--- src/rtl/sme_feeder.sv ---
// Framing stage for the string-matching engine: buffers one string and one pattern
// from a byte stream, then replays them to the SME as a gap-free burst per job.
module sme_feeder #(
  parameter int STR_MAX = 32,
  parameter int PAT_MAX = 8
) (
  input  logic       clk,
  input  logic       reset,
  input  logic       in_valid,
  output logic       in_ready,
  input  logic [7:0] in_data,
  input  logic       in_kind,
  input  logic       in_last,
  output logic [7:0] chardata,
  output logic       isstring,
  output logic       ispattern,
  input  logic       sme_valid,
  output logic       err_ovf,
  output logic       err_seq,
  output logic [2:0] dbg_state
);
  localparam int SW = $clog2(STR_MAX) + 1;
  localparam int PW = $clog2(PAT_MAX) + 1;
  localparam int SA = $clog2(STR_MAX);
  localparam int PA = $clog2(PAT_MAX);

  // Handshake: a byte moves when in_valid & in_ready at the rising clock edge;
  // in_ready depends only on state, never on in_valid.
  typedef enum logic [2:0] {
    S_IDLE, S_LOAD_STR, S_LOAD_PAT, S_SKIP, S_SEND_STR, S_SEND_PAT, S_WAIT
  } state_t;

  state_t        r_state;
  logic [7:0]    r_str_buf [STR_MAX];
  logic [7:0]    r_pat_buf [PAT_MAX];
  logic [SW-1:0] r_str_len;
  logic [PW-1:0] r_pat_len;
  logic [SW-1:0] r_rd_idx;
  logic          r_have_str;
  logic          r_str_pending;
  logic          r_ovf_seen;

  logic          w_xfer;
  logic          w_str_we;
  logic          w_pat_we;
  logic [SA-1:0] w_str_waddr;
  logic [PA-1:0] w_pat_waddr;
  logic [7:0]    w_pat0;
  logic          w_job_go;

  assign in_ready  = (r_state == S_IDLE) || (r_state == S_LOAD_STR) ||
                     (r_state == S_LOAD_PAT) || (r_state == S_SKIP);
  assign w_xfer    = in_valid & in_ready;
  assign dbg_state = r_state;

  // A one-byte pattern arrives in IDLE, so its byte is not yet in the buffer.
  assign w_pat0   = (r_state == S_IDLE) ? in_data : r_pat_buf[0];
  assign w_job_go = w_xfer & in_last &
                    (((r_state == S_IDLE) & in_kind & r_have_str) | (r_state == S_LOAD_PAT));

  always_comb begin
    w_str_we    = 1'b0;
    w_pat_we    = 1'b0;
    w_str_waddr = '0;
    w_pat_waddr = '0;
    if (w_xfer) begin
      if (r_state == S_IDLE) begin
        w_str_we = !in_kind;
        w_pat_we = in_kind & r_have_str;
      end else if (r_state == S_LOAD_STR && r_str_len != SW'(STR_MAX)) begin
        w_str_we    = 1'b1;
        w_str_waddr = r_str_len[SA-1:0];
      end else if (r_state == S_LOAD_PAT && r_pat_len != PW'(PAT_MAX)) begin
        w_pat_we    = 1'b1;
        w_pat_waddr = r_pat_len[PA-1:0];
      end
    end
  end

  always_ff @(posedge clk) begin
    if (w_str_we) r_str_buf[w_str_waddr] <= in_data;
    if (w_pat_we) r_pat_buf[w_pat_waddr] <= in_data;
  end

  always_ff @(posedge clk or posedge reset) begin
    if (reset) begin
      r_state       <= S_IDLE;
      r_str_len     <= '0;
      r_pat_len     <= '0;
      r_rd_idx      <= '0;
      r_have_str    <= 1'b0;
      r_str_pending <= 1'b0;
      r_ovf_seen    <= 1'b0;
      chardata      <= '0;
      isstring      <= 1'b0;
      ispattern     <= 1'b0;
      err_ovf       <= 1'b0;
      err_seq       <= 1'b0;
    end else begin
      err_ovf <= 1'b0;
      err_seq <= 1'b0;
      case (r_state)
        S_IDLE: if (w_xfer) begin
          r_ovf_seen <= 1'b0;
          if (!in_kind) begin
            r_str_len <= SW'(1);
            if (in_last) begin
              r_have_str    <= 1'b1;
              r_str_pending <= 1'b1;
            end else begin
              r_state <= S_LOAD_STR;
            end
          end else if (r_have_str) begin
            r_pat_len <= PW'(1);
            if (!in_last) r_state <= S_LOAD_PAT;
          end else begin
            err_seq <= 1'b1;
            if (!in_last) r_state <= S_SKIP;
          end
        end
        S_LOAD_STR: if (w_xfer) begin
          if (r_str_len == SW'(STR_MAX)) begin
            err_ovf    <= !r_ovf_seen;
            r_ovf_seen <= 1'b1;
          end else begin
            r_str_len <= r_str_len + SW'(1);
          end
          if (in_last) begin
            r_have_str    <= 1'b1;
            r_str_pending <= 1'b1;
            r_state       <= S_IDLE;
          end
        end
        S_LOAD_PAT: if (w_xfer) begin
          if (r_pat_len == PW'(PAT_MAX)) begin
            err_ovf    <= !r_ovf_seen;
            r_ovf_seen <= 1'b1;
          end else begin
            r_pat_len <= r_pat_len + PW'(1);
          end
        end
        S_SKIP: if (w_xfer && in_last) r_state <= S_IDLE;
        S_SEND_STR: begin
          if (r_rd_idx < r_str_len) begin
            chardata <= r_str_buf[r_rd_idx[SA-1:0]];
            r_rd_idx <= r_rd_idx + SW'(1);
          end else begin
            chardata  <= r_pat_buf[0];
            isstring  <= 1'b0;
            ispattern <= 1'b1;
            r_rd_idx  <= SW'(1);
            r_state   <= S_SEND_PAT;
          end
        end
        S_SEND_PAT: begin
          if (r_rd_idx < SW'(r_pat_len)) begin
            chardata <= r_pat_buf[r_rd_idx[PA-1:0]];
            r_rd_idx <= r_rd_idx + SW'(1);
          end else begin
            ispattern <= 1'b0;
            r_state   <= S_WAIT;
          end
        end
        S_WAIT: if (sme_valid) r_state <= S_IDLE;
        default: r_state <= S_IDLE;
      endcase
      // The first burst byte is registered on the same edge that accepts the last pattern byte.
      if (w_job_go) begin
        r_rd_idx <= SW'(1);
        if (r_str_pending) begin
          r_state       <= S_SEND_STR;
          chardata      <= r_str_buf[0];
          isstring      <= 1'b1;
          r_str_pending <= 1'b0;
        end else begin
          r_state   <= S_SEND_PAT;
          chardata  <= w_pat0;
          ispattern <= 1'b1;
        end
      end
    end
  end
endmodule

--- config.mk ---
export PLATFORM = sky130hd
export DESIGN_NAME = sme_feeder
export DESIGN_NICKNAME = d
export VERILOG_FILES = /design/src/rtl/sme_feeder.sv
export SDC_FILE = /design/constraint.sdc
export NUM_CORES = 1
export LEC_CHECK = 0
export CORE_UTILIZATION = 55
export DETAILED_ROUTE_END_ITERATION = 8
export MAX_ROUTING_LAYER = met4
export PLACE_DENSITY = 0.73
export SYNTH_ARGS = -nofsm -noshare
export SYNTH_HDL_FRONTEND = slang
export SYNTH_SLANG_ARGS = --single-unit
--- constraint.sdc ---
create_clock -name clk -period 2.5 [get_ports clk]
set_clock_uncertainty 0.15 [all_clocks]
set_input_delay 0.25 -clock clk [delete_from_list [all_inputs] [get_ports clk]]
set_output_delay 0.25 -clock clk [all_outputs]
set_load 0.02 [all_outputs]
== Word level (Yosys, flattened, before mapping) ==
Memories as Yosys holds them, arrays and structs flattened.
Index checks and enable logic that the tools add are counted.
W data, S select, Z words.
Operators by class
  add/sub/neg operators: 3
  order comparisons: 2
  bitwise gates (word level): 7
  multiply operators: 0
  mux-type cells: 90
  equal/unequal tests: 30
  shift operators: 0
  reduce and logical (&&, ||, !) cells: 19
  div/mod/pow operators: 0
Operators with widths (number)
  $mux W3: 17
  $mux W1: 43
  $mux W6: 7
  $mux W8: 5
  $ne A3 B3 Y1 const B: 8
  $pmux W6 S2: 2
  $pmux W3 S7: 1
  $mux W4: 5
  $ne A2 B2 Y1 const B: 9
  $pmux W8 S2: 1
  $mux W5: 3
  $add A6 B1 Y6 const B: 2
  $reduce_and A6 Y1: 2
  $eq A3 B3 Y1 const B: 3
  $reduce_and A9 Y1: 1
  $pmux W1 S2: 4
  $pmux W4 S2: 1
  $and A1 B1 Y1: 6
  $eq A3 B2 Y1 const B: 2
  $eq A6 B6 Y1 const B: 1
  $lt A6 B4 Y1: 1
  $lt A6 B6 Y1: 1
  $ne A6 B6 Y1 const B: 1
  $reduce_bool A3 Y1: 2
  16 further kinds: 23
Word-level totals
  bits in writable memories: 320
  latch bits: 0
  bits in read-only memories: 0
  logic and storage cells: 165
  memories kept: 2
  flip-flop bits (word level): 34
  bits of input ports: 14
  output and inout port bits: 16
Memories
  r_str_buf: depth 32, bits a word 8, rd ports 2, clocked after memory_dff 0, write ports 1, line 34  | logic [7:0] r_str_buf [STR_MAX];
  r_pat_buf: depth 8, bits a word 8, rd ports 2, clocked after memory_dff 0, write ports 1, line 35  | logic [7:0] r_pat_buf [PAT_MAX];

== Longest topological paths before layout ==
  depth after elaboration: 9
  depth in mapped cells: 10
  mapped depth without buffers: 8

== Worst setup path before layout ==
OpenSTA, ideal clock, no wires.
  kind: register to register
  from: register r_state[0] (netlist: dbg_state[0])
  to: memory r_pat_buf[4][0] (enable)
  setup slack: -0.345 ns
  arrival time: 2.311 ns
  setup time: 0.383 ns
  stages on the path, launching flop included: 7
  buffers on the path: 1
  required time: 1.967 ns
  path through: dfrtp_1 -> buf_4 -> nor3_2 -> nand3_1 -> a21o_1 -> nand2b_1 -> nor3_1
Between the ends
  cells in the longest elaborated chain, start to end: 8
  elaborated cells on any way between the ends: 20
Ends and longest elaborated chain
  start: declaration: line 33  | state_t r_state;
  start signal: assignment: line 87  | r_state <= S_IDLE;
  start signal: assignment: line 111  | r_state <= S_LOAD_STR;
  start signal: assignment: line 115  | if (!in_last) r_state <= S_LOAD_PAT;
  $eq A3 B2 Y1 (tied with other cells): line 52, 73
  $logic_and A1 B1 Y1 or $logic_or A1 B1 Y1 (tied branches): line 73, 51
  $mux W1 or $logic_or A1 B1 Y1 (tied branches): line 73, 51
  $mux W1 or $logic_or A1 B1 Y1 (tied branches): line 70, 52
  $mux W1 or $and A1 B1 Y1 (tied branches): line 67, 53
  $mux W1: line 66  | if (w_xfer) begin
  $mux W1: line 82  | if (w_pat_we) r_pat_buf[w_pat_waddr] <= in_data;
  $mux W1 (implied by the code): line 82
  end: declaration: line 35
Parallel ways exist; a longest one is shown, timed or not.

== Worst setup path after layout ==
  from: register r_rd_idx[0]
  to: register chardata[4]
Between the ends
  cells in the longest elaborated chain, start to end: 4
  elaborated cells on any way between the ends: 10
Ends and longest elaborated chain
  start: declaration: line 38  | logic [SW-1:0] r_rd_idx;
  start signal: assignment: line 146  | r_rd_idx <= r_rd_idx + SW'(1);
  start signal: assignment: line 158  | r_rd_idx <= r_rd_idx + SW'(1);
  $mem_v2 Z32 W8 (tied with other cells)
  $mux W8, on equally long branches: line 144, 156
  $pmux W8 S2: line 102  | case (r_state)
  $mux W8: line 168  | if (w_job_go) begin
  end signal: assignment: line 145  | chardata <= r_str_buf[r_rd_idx[SA-1:0]];
  end signal: assignment: line 148  | chardata <= r_pat_buf[0];
  end signal: assignment: line 172  | chardata <= r_str_buf[0];
  end: declaration: line 14  | output logic [7:0] chardata,
Parallel ways exist; a longest one is shown, timed or not. The select of a mux whose other input is x is not followed.
A chain may end at the register's enable or synchronous reset.

==> results by group <==
Synthesis
  – Synth area leader: edfxtp_1
  – Mapped Avg Cell Area: between 15 and 20 µm²
  – Yosys cell types: 58
  – Register area share after synthesis: 71.5%
  – Gate Count Post-Synth: 814
  – Ys flop type: edfxtp_1
  – Flops & latches, synth: 354
  – Top cells by area, synth: edfxtp_1, mux4_2, dfrtp_1
  – Area share of the largest cell type after synthesis: 65.7%
  – Synth async-reset ratio: 9.60%
  – Post-synthesis net count: 841
  – Mapped Area: 14,600 µm²
  – Synth warn: 0
  – Top-count cell post-synth: edfxtp_1
  – Post-synth EDFFs: 320
  – Commonest cells in the netlist: edfxtp_1, mux4_2, nor2_1, o22ai_1, nand2_1

Drt
  – Antenna viol nets, final: 0
  – Residual DRC: 0
  – Vias: 8,528
  – Routed length on met1: 15.2 mm
  – Routed WL: 36.6 mm
  – DRT Pass-1 Iters: 7
  – WL met3: 3.33 mm
  – Top layer in use: met4
  – WL met2: 17.2 mm
  – WL per Instance: 27.8 µm
  – Vias per cell: 6.48
  – DR iter-0 viols: approximately 1,400

Clocking
  – Num CTS Buffers: 36
  – CTS Sinks: between 300 and 400
  – CTS tree: yes
  – Worst-path clk slew: 0.06 ns
  – Root Driver: clkbuf_16
  – Worst skew pair latency: 0.53 ns
  – Max clock buf depth: 3
  – Htree depth: 2

Layout
  – ANT cells: 0
  – Nets: between 900 and 1,000
  – Layout cells sized above 1: 32.7%
  – Final core utilization: 67.2%
  – Fin cells: 1,316
  – Final instance area: between 15,000 and 20,000 µm²
  – Area growth, synth to finish: 19.7%

Flow run
  – Max_cap viols: 0

Status
  – Status: finished, final reports clean

Placed design
  – Placement Setup Slack: -0.130 ns
  – Post-DP Area: 16,200 µm²
  – Placed insts: roughly 1,200
  – Post-DP HPWL: 23.7 mm
  – Gp weighted congestion: 0.963
  – Input/output buffers: 29

GRT
  – GRT Total Usage: 29.1%
  – Global-route wire length before repair: 54.7 mm
  – Initial antenna violation count: 0
  – Largest net degree at the start of global routing: 56
  – Number of global-route vias before repair: 8,423
  – Grt total ovfl: 0

Critical path
  – CP Max Fanout: 16
  – Crit path from: r_rd_idx[0]$_DFFE_PP0P_
  – Worst Path Required: around 2.8 ns
  – WS Path Type: flop to flop
  – FF-to-FF Start: r_rd_idx[0]$_DFFE_PP0P_
  – Startpoint types: flop
  – Setup crit end kind: flop
  – CP Data Arrival Time: about 2.8 ns

Floorplan
  – I/O pin total: 30
  – Core area: 26,100 µm²
  – Die ar.: 27,200 µm²
  – Initial core utilization: around 56%
  – Row cnt: 59
  – Die X: 165 µm
  – Die height: 165 µm

Timing
  – Actual slew at the worst max-slew pin: 0.685 ns
  – Slack of the critical path: between 0.03 and 0.04 ns
  – Final Critical Period: 2.47 ns
  – RSZ-0062 raised after global routing: false
  – Fmax: 0.405 GHz
  – Hold Vio Cnt, Final: 0
  – Max-slew violation count: 0
  – Worst hold slack: 0.312 ns
  – Final Setup Violations: 0
  – Fin crit share: 98.7%
  – Slew headroom: between 50% and 60%
  – Total negative slack: 0 ns

Pwr
  – Leakage power: 5.81 nW
  – Worst IR Drop VDD: 850 µV
  – Pwr Total: 18.4 mW
  – P per Cell Area: 1050 nW/µm²

Worst hold path
  – Beginning of the worst hold path: r_ovf_seen$_DFFE_PP0P_
  – HP Class: flop to flop
## worst paths after layout
check | to | slack [ns] | depth (start not counted)
setup / recovery | chardata[4]$_DFFE_PP0P_ | 0.03 | 9
hold / removal | err_ovf$_DFF_PP0_ | 0.31 | 1
setup reg to reg | chardata[4]$_DFFE_PP0P_ | 0.03 | 9
hold reg to reg | err_ovf$_DFF_PP0_ | 0.31 | 1
max in group asynchronous | r_rd_idx[2]$_DFFE_PP0P_ | 1.30 | 4
min in group asynchronous | r_pat_len[2]$_DFFE_PP0P_ | 0.55 | 4
## placed cells by master, fill, tap and decap left out, types with 9 or more instances in the layout
cell | Yosys | routed
buf_12 | 0 | 14
nand2_1 | 36 | 36
nand3_1 | 13 | 13
clkinv_2 | 0 | 11
nor4_1 | 10 | 9
dfrtp_1 | 34 | 31
ha_1 | 13 | 13
clkbuf_16 | 0 | 36
o21ai_0 | 14 | 12
clkdlybuf4s50_1 | 0 | 29
buf_4 | 7 | 97
edfxtp_1 | 320 | 320
a31oi_1 | 11 | 10
inv_1 | 16 | 14
nor2_4 | 0 | 14
mux2_2 | 17 | 17
mux2i_1 | 10 | 10
nor2_1 | 64 | 39
o22ai_1 | 37 | 37
mux4_2 | 81 | 81
nor2_2 | 1 | 12
a21oi_1 | 15 | 15
## power breakdown
part / total [mW] / switching (mW) / internal, mW
Clock: 5.31 / 2.23 / 3.08
Combinational: 6.10 / 3.17 / 2.92
Sequential: 7.04 / 0.291 / 6.75
Total: 18.4 / 5.70 / 12.8
## flip-flops by register name, indices dropped and copies added (netlist names), 3 cells and up
signal / cells
dbg_state: 3
r_pat_len: 4
r_str_buf: 256
chardata: 8
r_str_len: 6
r_pat_buf: 64
r_rd_idx: 6
## worst max-delay path, stage by stage, from the launching register on
cell	delay, ns
dfrtp_4	0.51
buf_12	0.15
buf_12	0.16
buf_12	0.14
mux4_2	0.33
o22ai_1	0.10
buf_4	0.17
nor4_1	0.33
nand2_1	0.14
a31oi_1	0.19
## logic make-up (layout without fill, tap and decap cells)
logic type               count (synthesis)  after routing  share of synthesized area (%)
buffers and inverters                   56            223                           1.91
AND/OR/NAND/NOR                        175            175                           6.01
flip-flops                             354            354                           71.5
AO/OA/AOI/OAI                          104            104                           4.72
XOR/XNOR                                 4              4                          0.240
adder cells (fa/ha/maj)                 13             13                           1.11
multiplexers                           108            108                           14.5
## layout make-up
class	instances	area (µm²)
Sequential cell	354	10500
Tap cell	335	419
Inverter	17	66.3
Timing Repair Buffer	142	1320
Clock inverter	22	231
Clock buffer	42	923
Multi-Input combinational cell	404	4080
Fill cell	1659	8560
## timing repair
item,CTS,global route
hold endpoints to repair,12,0
setup endpoints to repair,0,20
gates resized for setup,0,6
hold buffers,1,0
buffers inserted,0,6
## routing by layer
metal | up-vias | track usage [%]
met5 | - | -
met4 | 0 | 7.38
met3 | 72 | 4.42
met2 | 504 | 43.2
met1 | 4368 | 42.6
li1 | 3584 | -
Power figures use the tool's default switching activity.
